$ cat config.mk
export PLATFORM = sky130hd
export DESIGN_NAME = sonar_ranger
export DESIGN_NICKNAME = d
export VERILOG_FILES = /design/src/rtl/sonar_ranger.sv
export SDC_FILE = /design/constraint.sdc
export NUM_CORES = 1
export LEC_CHECK = 0
export ABC_CLOCK_PERIOD_IN_PS = 4170
export CAP_MARGIN = 5
export CORE_ASPECT_RATIO = 1.5
export CORE_MARGIN = 8
export CORE_UTILIZATION = 40
export DETAILED_ROUTE_END_ITERATION = 16
export HOLD_SLACK_MARGIN = 0.03
export PLACE_DENSITY = 0.62
export SLEW_MARGIN = 30
export SYNTH_ARGS = -nofsm -noshare
export SYNTH_HDL_FRONTEND = slang
export SYNTH_SLANG_ARGS = --single-unit
$ cat constraint.sdc
create_clock -name clk -period 4.17 [get_ports clk]
set_input_delay 1.0425 -clock clk [delete_from_list [all_inputs] [get_ports clk]]
set_output_delay 1.0425 -clock clk [all_outputs]
set_load 0.01 [all_outputs]
$ cat src/rtl/sonar_ranger.sv
// Ultrasonic ranging controller: fires a trigger pulse and measures the echo high time in clocks.
// Optional macro SONAR_ECHO_SYNC_EN adds a two-flop synchroniser on echo_in.
module sonar_ranger #(
  parameter int unsigned TRIG_CYCLES    = 500,
  parameter int unsigned TIMEOUT_CYCLES = 2_000_000,
  parameter int unsigned HOLDOFF_CYCLES = 3_000_000
) (
  input  logic        clk,
  input  logic        reset,
  input  logic        start,
  input  logic        echo_in,
  output logic        trig_out,
  output logic        busy,
  output logic        done,
  output logic        timeout,
  output logic [31:0] echo_width
);

  typedef enum logic [2:0] {IDLE, TRIG, WAIT_RISE, MEASURE, HOLDOFF} state_e;

  localparam logic [31:0] TRIG_C    = 32'(TRIG_CYCLES);
  localparam logic [31:0] TO_C      = 32'(TIMEOUT_CYCLES);
  localparam logic [31:0] HOLD_C    = 32'(HOLDOFF_CYCLES);
  localparam logic [31:0] WIDTH_MAX = 32'hFFFF_FFFE;
  localparam logic [31:0] TO_CODE   = 32'hFFFF_FFFF;

  state_e      state_q, state_d;
  logic [31:0] cnt_q, cnt_d;
  logic [31:0] tcnt_q, tcnt_d;
  logic [31:0] echo_width_q, echo_width_d;
  logic        done_q, done_d;
  logic        timeout_q, timeout_d;
  logic [31:0] cnt_inc, tcnt_inc;
  logic        echo_s;

`ifdef SONAR_ECHO_SYNC_EN
  logic sync1_q, sync1_d, sync2_q, sync2_d;

  always_comb begin
    sync1_d = echo_in;
    sync2_d = sync1_q;
  end

  always_ff @(posedge clk) begin
    if (!reset) begin
      sync1_q <= 1'b0;
      sync2_q <= 1'b0;
    end else begin
      sync1_q <= sync1_d;
      sync2_q <= sync2_d;
    end
  end

  assign echo_s = sync2_q;
`else
  assign echo_s = echo_in;
`endif

  assign cnt_inc  = cnt_q + 32'd1;
  assign tcnt_inc = tcnt_q + 32'd1;

  always_comb begin
    state_d      = state_q;
    cnt_d        = cnt_q;
    tcnt_d       = tcnt_q;
    echo_width_d = echo_width_q;
    timeout_d    = timeout_q;
    done_d       = 1'b0;
    case (state_q)
      IDLE: begin
        if (start) begin
          state_d = TRIG;
          cnt_d   = '0;
        end
      end
      TRIG: begin
        if (cnt_inc >= TRIG_C) begin
          state_d = WAIT_RISE;
          cnt_d   = '0;
          tcnt_d  = '0;
        end else begin
          cnt_d = cnt_inc;
        end
      end
      WAIT_RISE: begin
        tcnt_d = tcnt_inc;
        if (tcnt_inc >= TO_C) begin
          state_d      = HOLDOFF;
          cnt_d        = '0;
          echo_width_d = TO_CODE;
          timeout_d    = 1'b1;
          done_d       = 1'b1;
        end else if (echo_s) begin
          state_d = MEASURE;
          cnt_d   = 32'd1;
        end
      end
      MEASURE: begin
        tcnt_d = tcnt_inc;
        // A falling echo beats a timeout landing on the same sample.
        if (!echo_s) begin
          state_d      = HOLDOFF;
          cnt_d        = '0;
          echo_width_d = cnt_q;
          timeout_d    = 1'b0;
          done_d       = 1'b1;
        end else if (tcnt_inc >= TO_C) begin
          state_d      = HOLDOFF;
          cnt_d        = '0;
          echo_width_d = TO_CODE;
          timeout_d    = 1'b1;
          done_d       = 1'b1;
        end else if (cnt_q != WIDTH_MAX) begin
          cnt_d = cnt_inc;
        end
      end
      HOLDOFF: begin
        if (cnt_inc >= HOLD_C) begin
          state_d = IDLE;
          cnt_d   = '0;
        end else begin
          cnt_d = cnt_inc;
        end
      end
      default: state_d = IDLE;
    endcase
  end

  always_ff @(posedge clk) begin
    if (!reset) begin
      state_q      <= IDLE;
      cnt_q        <= '0;
      tcnt_q       <= '0;
      echo_width_q <= '0;
      done_q       <= 1'b0;
      timeout_q    <= 1'b0;
    end else begin
      state_q      <= state_d;
      cnt_q        <= cnt_d;
      tcnt_q       <= tcnt_d;
      echo_width_q <= echo_width_d;
      done_q       <= done_d;
      timeout_q    <= timeout_d;
    end
  end

  assign trig_out   = (state_q == TRIG);
  assign busy       = (state_q != IDLE);
  assign done       = done_q;
  assign timeout    = timeout_q;
  assign echo_width = echo_width_q;

endmodule

# [After elaboration in Yosys (flattened, before gate mapping)]
# Index checks and enable logic that the tools add are counted.
[word_totals] reg_bits=101 latchBits=0 ramBits=0 rom_bits=0 in_bits=4 wordCells=59 n_memories=0
[op_classes] n_addsub=2 mul=0 n_div=0 n_lt_le_gt_ge=3 eq_ne=11 shifts=0 muxes=28 bitwise_logic=0 n_reduce_logical=9
[op_table] cell="$mux 32" count=11
[op_table] cell="$pmux 32 s5" count=1
[op_table] cell="$pmux 32 s2" count=2
[op_table] cell="$add 32x1->32 const B" count=2
[op_table] cell="$ge 32x21->1 const B" count=1
[op_table] cell="$ge 32x22->1 const B" count=1
[op_table] cell="$ge 32x9->1 const B" count=1
[op_table] cell="$ne 32x32->1 const B" count=1
[op_table] cell="$mux 3" count=7
[op_table] cell="$pmux 3 s5" count=1
[op_table] cell="$eq 3x2->1 const B" count=2
[op_table] cell="$ne 3x3->1 const B" count=2
[op_table] cell="$reduce_and 5->1" count=1
[op_table] cell="$reduce_bool 5->1" count=1
[op_table] cell="$mux 1" count=4
[op_table] cell="$ne 2x2->1 const B" count=2
[op_table] cell="$ne 4x4->1 const B" count=1
[op_table] cell="$pmux 1 s2" count=2
[op_table] cell="$reduce_and 4->1" count=1
[op_table] cell="$reduce_bool 2->1" count=2
[op_table] cell="$eq 3x1->1 const B" count=1
[op_table] cell="$eq 3x3->1 const B" count=1
[op_table] cell="$logic_not 3->1" count=1
[op_table] cell="$reduce_bool 3->1" count=1
[op_table] cell="other kinds (3)" count=3

# [Depth between registers and ports, before layout]
[depth] word_depth=5 depth_mapped=15

# [Worst setup path before layout]
# OpenSTA, ideal clock, no wires.
[synth_path] path_kind="reg2reg" from="register tcnt_q[0]" to="register cnt_q[10]" setup_ps=75 arrival_ps=3274 required_ps=4095 slack_ps=821 path_stages_with_launch=15 path_buffers=4 cell_sequence="dfxtp_1 ha_1 buf_2 nand4_1 or4_1 clkbuf_1 a211oi_1 o22a_1 and3_1 clkbuf_1 nand4_1 o221ai_2 nand3_1 buf_2 o22ai_1"
[synth_between] elab_chain_cells=5 word_cells_on_any_way=9 cone_classes="add/sub (1); order compare (1); eq/ne (2); mux (4); reduce/logical (1)"
[synth_rtl] element="start: declaration" line_no="29" source="logic [31:0] tcnt_q, tcnt_d;"
[synth_rtl] element="start signal: assignment" line_no="140" source="tcnt_q <= tcnt_d;"
[synth_rtl] element="$add 32x1->32 *" line_no="60" source="assign tcnt_inc = tcnt_q + 32'd1;"
[synth_rtl] element="$ge 32x21->1 *" line_no="87, 107"
[synth_rtl] element="$mux 32" line_no="107" source="end else if (tcnt_inc >= TO_C) begin"
[synth_rtl] element="$mux 32" line_no="101" source="if (!echo_s) begin"
[synth_rtl] element="$pmux 32 s5" line_no="69" source="case (state_q)"
[synth_rtl] element="end signal: assignment" line_no="139" source="cnt_q <= cnt_d;"
[synth_rtl] element="end: declaration" line_no="28" source="logic [31:0] cnt_q, cnt_d;"
# Every way passes the cells marked *; elsewhere a longest branch is shown, timed or not.
# A chain may end at the register's enable or synchronous reset.

# [Worst setup path after layout]
[layout_path] from="register cnt_q[0]" to="register tcnt_q[14]"
[layout_between] elab_chain_cells=4
[layout_rtl] element="$add 32x1->32" line_no="59" source="assign cnt_inc = cnt_q + 32'd1;"
[layout_rtl] element="$ge 32x9->1" line_no="77" source="if (cnt_inc >= TRIG_C) begin"
[layout_rtl] element="$ne 2x1->1 (no line)"
[layout_rtl] element="$reduce_and 2->1 (no line)"
# No other way between the ends.

==> impl_metrics.xml <==
<?xml version="1.0" encoding="UTF-8"?>
<metrics>
  <group name="status">
    <metric name="run_status" unit="">finished, final reports clean</metric>
  </group>
  <group name="detailed_routing">
    <metric name="dr_wl_met3" unit="um">658</metric>
    <metric name="vias" unit="">6058</metric>
    <metric name="uppermost_layer_routed" unit="">met4</metric>
    <metric name="routed_via_density" unit="">6.18</metric>
    <metric name="detail-route-antenna-nets" unit="">0</metric>
    <metric name="first_pass_iters" unit="">5</metric>
    <metric name="detail_route.wirelength.met1" unit="mm">7.05</metric>
    <metric name="drt-total-wl" unit="mm">18.4</metric>
    <metric name="wl_per_cell" unit="um">18.8</metric>
    <metric name="dr.first_iter.drc_count" unit="">526</metric>
    <metric name="drcViolationCount" unit="">0</metric>
    <metric name="routed-wl-met2" unit="mm">9.86</metric>
  </group>
  <group name="cells_and_area">
    <metric name="final-seq-area" unit="sq um">2020</metric>
    <metric name="finalNetCount" unit="">784</metric>
    <metric name="antenna_cells" unit="">0</metric>
    <metric name="layout_overhead_on_the_synthesized_area" unit="%">14.9</metric>
    <metric name="fillCellCount" unit="">1546</metric>
    <metric name="fraction_of_layout_cells_with_a_size_suffix_above_1" unit="">0.0870</metric>
    <metric name="total_area_of_multi_input_combinational_cells" unit="sq um">3660</metric>
    <metric name="post_layout_utilization_of_the_core" unit="">0.467</metric>
  </group>
  <group name="clock_network">
    <metric name="clock_tree.buffer_depth" unit="">2</metric>
    <metric name="clk_pin_slew_worst_paths" unit="ps">80</metric>
    <metric name="post_cts_resized" unit="">0</metric>
    <metric name="cts.sinks" unit="">101</metric>
    <metric name="number_of_cts_inserted_buffers" unit="">9</metric>
    <metric name="clkLatencyLatePin" unit="ps">360</metric>
    <metric name="cts_tree" unit="">yes</metric>
    <metric name="clk_root_buffer_cell" unit="">sky130_fd_sc_hd__clkbuf_16</metric>
    <metric name="htree_levels" unit="">3</metric>
    <metric name="cts-hold-fix-buffers" unit="">0</metric>
    <metric name="post_cts.repair.setup_buffers" unit="">0</metric>
  </group>
  <group name="pwr">
    <metric name="fraction_of_power_consumed_by_combinational_cells" unit="">0.309</metric>
    <metric name="sequentialPowerShare" unit="">0.373</metric>
    <metric name="power_switching_share" unit="">0.363</metric>
    <metric name="power.density" unit="nW/um^2">411</metric>
    <metric name="clock_share_of_power" unit="">0.317</metric>
    <metric name="cellInternalPower" unit="mW">1.84</metric>
    <metric name="irDropWorstVdd" unit="mV">0.165</metric>
    <metric name="p_switching" unit="mW">1.04</metric>
    <metric name="p_leak" unit="nW">2.28</metric>
  </group>
  <group name="timing">
    <metric name="max_freq" unit="MHz">262</metric>
    <metric name="rsz0062_at_grt" unit="">no</metric>
    <metric name="report.final.slew_viol_count" unit="">0</metric>
    <metric name="worst_pin_slew" unit="ps">759</metric>
    <metric name="slew_headroom" unit="">0.494</metric>
    <metric name="setup_total_negative_slack" unit="ps">0</metric>
    <metric name="clock_skew" unit="ps">12.4</metric>
    <metric name="final-setup-viol-count" unit="">0</metric>
    <metric name="hold_viol_final" unit="">0</metric>
    <metric name="minimum_clock_period_after_layout" unit="ps">3810</metric>
    <metric name="layout_worst_path_cycle_share" unit="">0.914</metric>
  </group>
  <group name="synthesis">
    <metric name="synth_cells" unit="">766</metric>
    <metric name="yosysUniqueCellTypes" unit="">73</metric>
    <metric name="seq_area_frac_synth" unit="">0.331</metric>
    <metric name="synth_top_area_frac" unit="">0.331</metric>
    <metric name="synth_seq_cells" unit="">101</metric>
    <metric name="post_synth_fa_ha_maj_area_fraction" unit="">0.00779</metric>
    <metric name="yosysTopAreaCell" unit="">sky130_fd_sc_hd__dfxtp_1</metric>
    <metric name="ys_dominant_reg_cell" unit="">sky130_fd_sc_hd__dfxtp_1</metric>
    <metric name="synth_edf_count" unit="">0</metric>
    <metric name="syn_area_per_cell" unit="sq um">7.97</metric>
    <metric name="largest_family_of_logic_cells_by_synthesized_area" unit="">simple AND/OR/NAND/NOR gates</metric>
    <metric name="muxShareOfSynthArea" unit="">0.00820</metric>
    <metric name="synth_compound_gate_area_share" unit="">0.206</metric>
    <metric name="synth_area" unit="sq um">6100</metric>
    <metric name="yosysWarnings" unit="">0</metric>
    <metric name="synth.top_cells.by_area" unit="">sky130_fd_sc_hd__dfxtp_1 33%, sky130_fd_sc_hd__o221a_1 5.9%, sky130_fd_sc_hd__nand4_1 5.1%</metric>
    <metric name="synth_nets" unit="">773</metric>
    <metric name="post_synth_xor_area_fraction" unit="">0.0574</metric>
    <metric name="synthSimpleGateAreaFrac" unit="">0.319</metric>
    <metric name="synth_async_sr_flop_share" unit="">0</metric>
  </group>
  <group name="floorplan">
    <metric name="start_util" unit="">0.407</metric>
    <metric name="dieHeight" unit="um">167</metric>
    <metric name="number_of_ports_placed_on_the_die_boundary" unit="">40</metric>
    <metric name="die_width" unit="um">117</metric>
    <metric name="core" unit="sq um">15000</metric>
    <metric name="dieArea" unit="sq um">19500</metric>
    <metric name="rows" unit="">55</metric>
  </group>
  <group name="critical_path">
    <metric name="crit_path_end_kind" unit="">flop</metric>
    <metric name="reg2reg_from" unit="">cnt_q[0]$_SDFFE_PN0P_</metric>
    <metric name="crit_path_start_kind" unit="">flop</metric>
    <metric name="setup.reg_to_reg.worst_slack" unit="ps">360</metric>
    <metric name="critical_path.max_fanout" unit="">31</metric>
    <metric name="worst_r2r_endpoint" unit="">tcnt_q[14]$_SDFFE_PN0P_</metric>
    <metric name="r2r_cells" unit="">12</metric>
    <metric name="cp_class" unit="">reg2reg</metric>
    <metric name="cp_data_arrival_time" unit="ps">4040</metric>
    <metric name="worstPathRequired" unit="ps">4400</metric>
  </group>
  <group name="min_path">
    <metric name="hold_path_startpoint" unit="">tcnt_q[20]$_SDFFE_PN0P_</metric>
    <metric name="terminating_pin_of_the_worst_hold_path" unit="">tcnt_q[20]$_SDFFE_PN0P_</metric>
    <metric name="hold_class" unit="">reg2reg</metric>
    <metric name="worstHoldPathCells" unit="">2</metric>
  </group>
  <group name="placement">
    <metric name="dpl.hpwl" unit="mm">13.4</metric>
    <metric name="port_buffers" unit="">39</metric>
    <metric name="gp_congestion" unit="">0.924</metric>
  </group>
  <group name="flow_run">
    <metric name="drv.max_cap_violation_count" unit="">0</metric>
  </group>
  <group name="global_route">
    <metric name="overflow" unit="">0</metric>
    <metric name="grt_max_degree" unit="">75</metric>
    <metric name="first_global_vias" unit="">5995</metric>
    <metric name="grt_antenna_before_repair" unit="">0</metric>
    <metric name="grt_pass1_wl" unit="mm">30.2</metric>
    <metric name="groute.usage.overall" unit="">0.194</metric>
  </group>
</metrics>
-- kinds of logic (layout without fill, tap and decap cells) --
logic type               after synthesis  after routing
AND/OR/NAND/NOR                      348            348
buffers and inverters                103            119
adder cells (fa/ha/maj)                4              4
AO/OA/AOI/OAI                        165            165
XOR/XNOR                              40             40
flip-flops                           101            101
multiplexers                           5              5
-- through the flow --
stage / cells / total power [mW] / setup WS [ps] / hold slack [ps] / area (sq um)
global placement: 965 / 1.97 / 563 / 482 / 6680
global route: 981 / 3.02 / 103 / 536 / 7010
finish: 981 / 2.88 / 359 / 506 / 7010
CTS: 981 / 2.90 / 392 / 503 / 7010
floorplan: 766 / 1.61 / 821 / 465 / 6100
detailed placement: 965 / 1.98 / 427 / 493 / 6680
-- critical path, cell delays in order (launching register included) --
cell	delay, ps
sky130_fd_sc_hd__dfxtp_1	530
sky130_fd_sc_hd__ha_1	350
sky130_fd_sc_hd__nand3_1	310
sky130_fd_sc_hd__buf_4	280
sky130_fd_sc_hd__nor3_2	120
sky130_fd_sc_hd__xor2_1	290
sky130_fd_sc_hd__or4b_1	540
sky130_fd_sc_hd__o31ai_4	370
sky130_fd_sc_hd__o211ai_4	130
sky130_fd_sc_hd__buf_4	200
sky130_fd_sc_hd__o21ai_2	120
sky130_fd_sc_hd__buf_4	340
sky130_fd_sc_hd__nor2_1	100
-- worst max path at each step --
stage | from | to
global route | cnt_q[0]$_SDFFE_PN0P_ | tcnt_q[7]$_SDFFE_PN0P_
global placement | cnt_q[1]$_SDFFE_PN0P_ | tcnt_q[25]$_SDFFE_PN0P_
CTS | cnt_q[1]$_SDFFE_PN0P_ | tcnt_q[11]$_SDFFE_PN0P_
detailed placement | cnt_q[1]$_SDFFE_PN0P_ | tcnt_q[27]$_SDFFE_PN0P_
finish | cnt_q[0]$_SDFFE_PN0P_ | tcnt_q[14]$_SDFFE_PN0P_
floorplan | tcnt_q[0]$_SDFFE_PN0P_ | cnt_q[10]$_SDFFE_PN0P_
-- synthesized netlist by cell type (all sizes together) (2+ instances only) --
cell type  count
dfxtp        101
nor4          16
o2111a         2
nor2b          2
nand3b         3
o31ai          4
o221a         32
inv           28
a211oi         3
nor4b          3
o22a           2
nor3          27
and4          14
or2            2
nand2b         6
a21oi         23
nor2          52
o22ai         15
a31oi         23
mux2i          5
xnor2         15
or3           17
o21a           3
clkbuf        48
a21o           2
and3          12
a41oi          2
o21ai         30
nand2         57
a211o          4
nand3         60
ha             3
and2           6
buf           26
or4           13
xor2          25
nand4         52
a311oi         5
or4b           2
-- cell usage in the layout (no fill, tap or decap), drive strengths merged, types with 3 or more instances in the layout --
cell type,Yosys,routed
or4,13,13
clkbuf,48,9
and2,6,6
nand2,57,57
nand2b,6,6
o21ai,30,30
a211oi,3,3
o221a,32,32
dfxtp,101,101
o21a,3,3
inv,28,31
clkdlybuf4s50,0,38
xnor2,15,15
nand3,60,60
nand3b,3,3
and4,14,14
nor3,27,27
nor2,52,52
a211o,4,4
o31ai,4,4
and3,12,12
o22ai,15,15
or3,17,17
a21oi,23,23
a311oi,5,5
clkinv,1,4
buf,26,36
nand4,52,52
mux2i,5,5
a31oi,23,23
nor4b,3,3
ha,3,3
xor2,25,25
nor4,16,16
-- power by group through the flow --
stage               Combinational [mW]  Clock (mW)  Sequential [mW]
global placement                 0.872           0             1.09
CTS                              0.884       0.937             1.08
global route                     0.962       0.974             1.09
detailed placement               0.880           0             1.10
floorplan                        0.522           0             1.09
finish                           0.891       0.914             1.08
-- registers in the layout, indices dropped and copies added (netlist names) --
signal      cells
cnt_q          32
echo_width     32
tcnt_q         32
state_q         3
done            1
timeout         1
-- per-layer routing --
layer,GRT usage,vias up
met5,0,-
met4,0.117,0
met3,0.0313,67
met2,0.349,189
met1,0.202,2887
li1,-,2915
-- layout make-up --
cell class | count | area share
Tap cell | 199 | 0.0355
Clock inverter | 7 | 0.0146
Timing Repair Buffer | 74 | 0.0924
Multi-Input combinational cell | 562 | 0.521
Inverter | 29 | 0.0155
Clock buffer | 9 | 0.0321
Sequential cell | 101 | 0.288
Note: power is estimated with default switching activity, not from simulation.
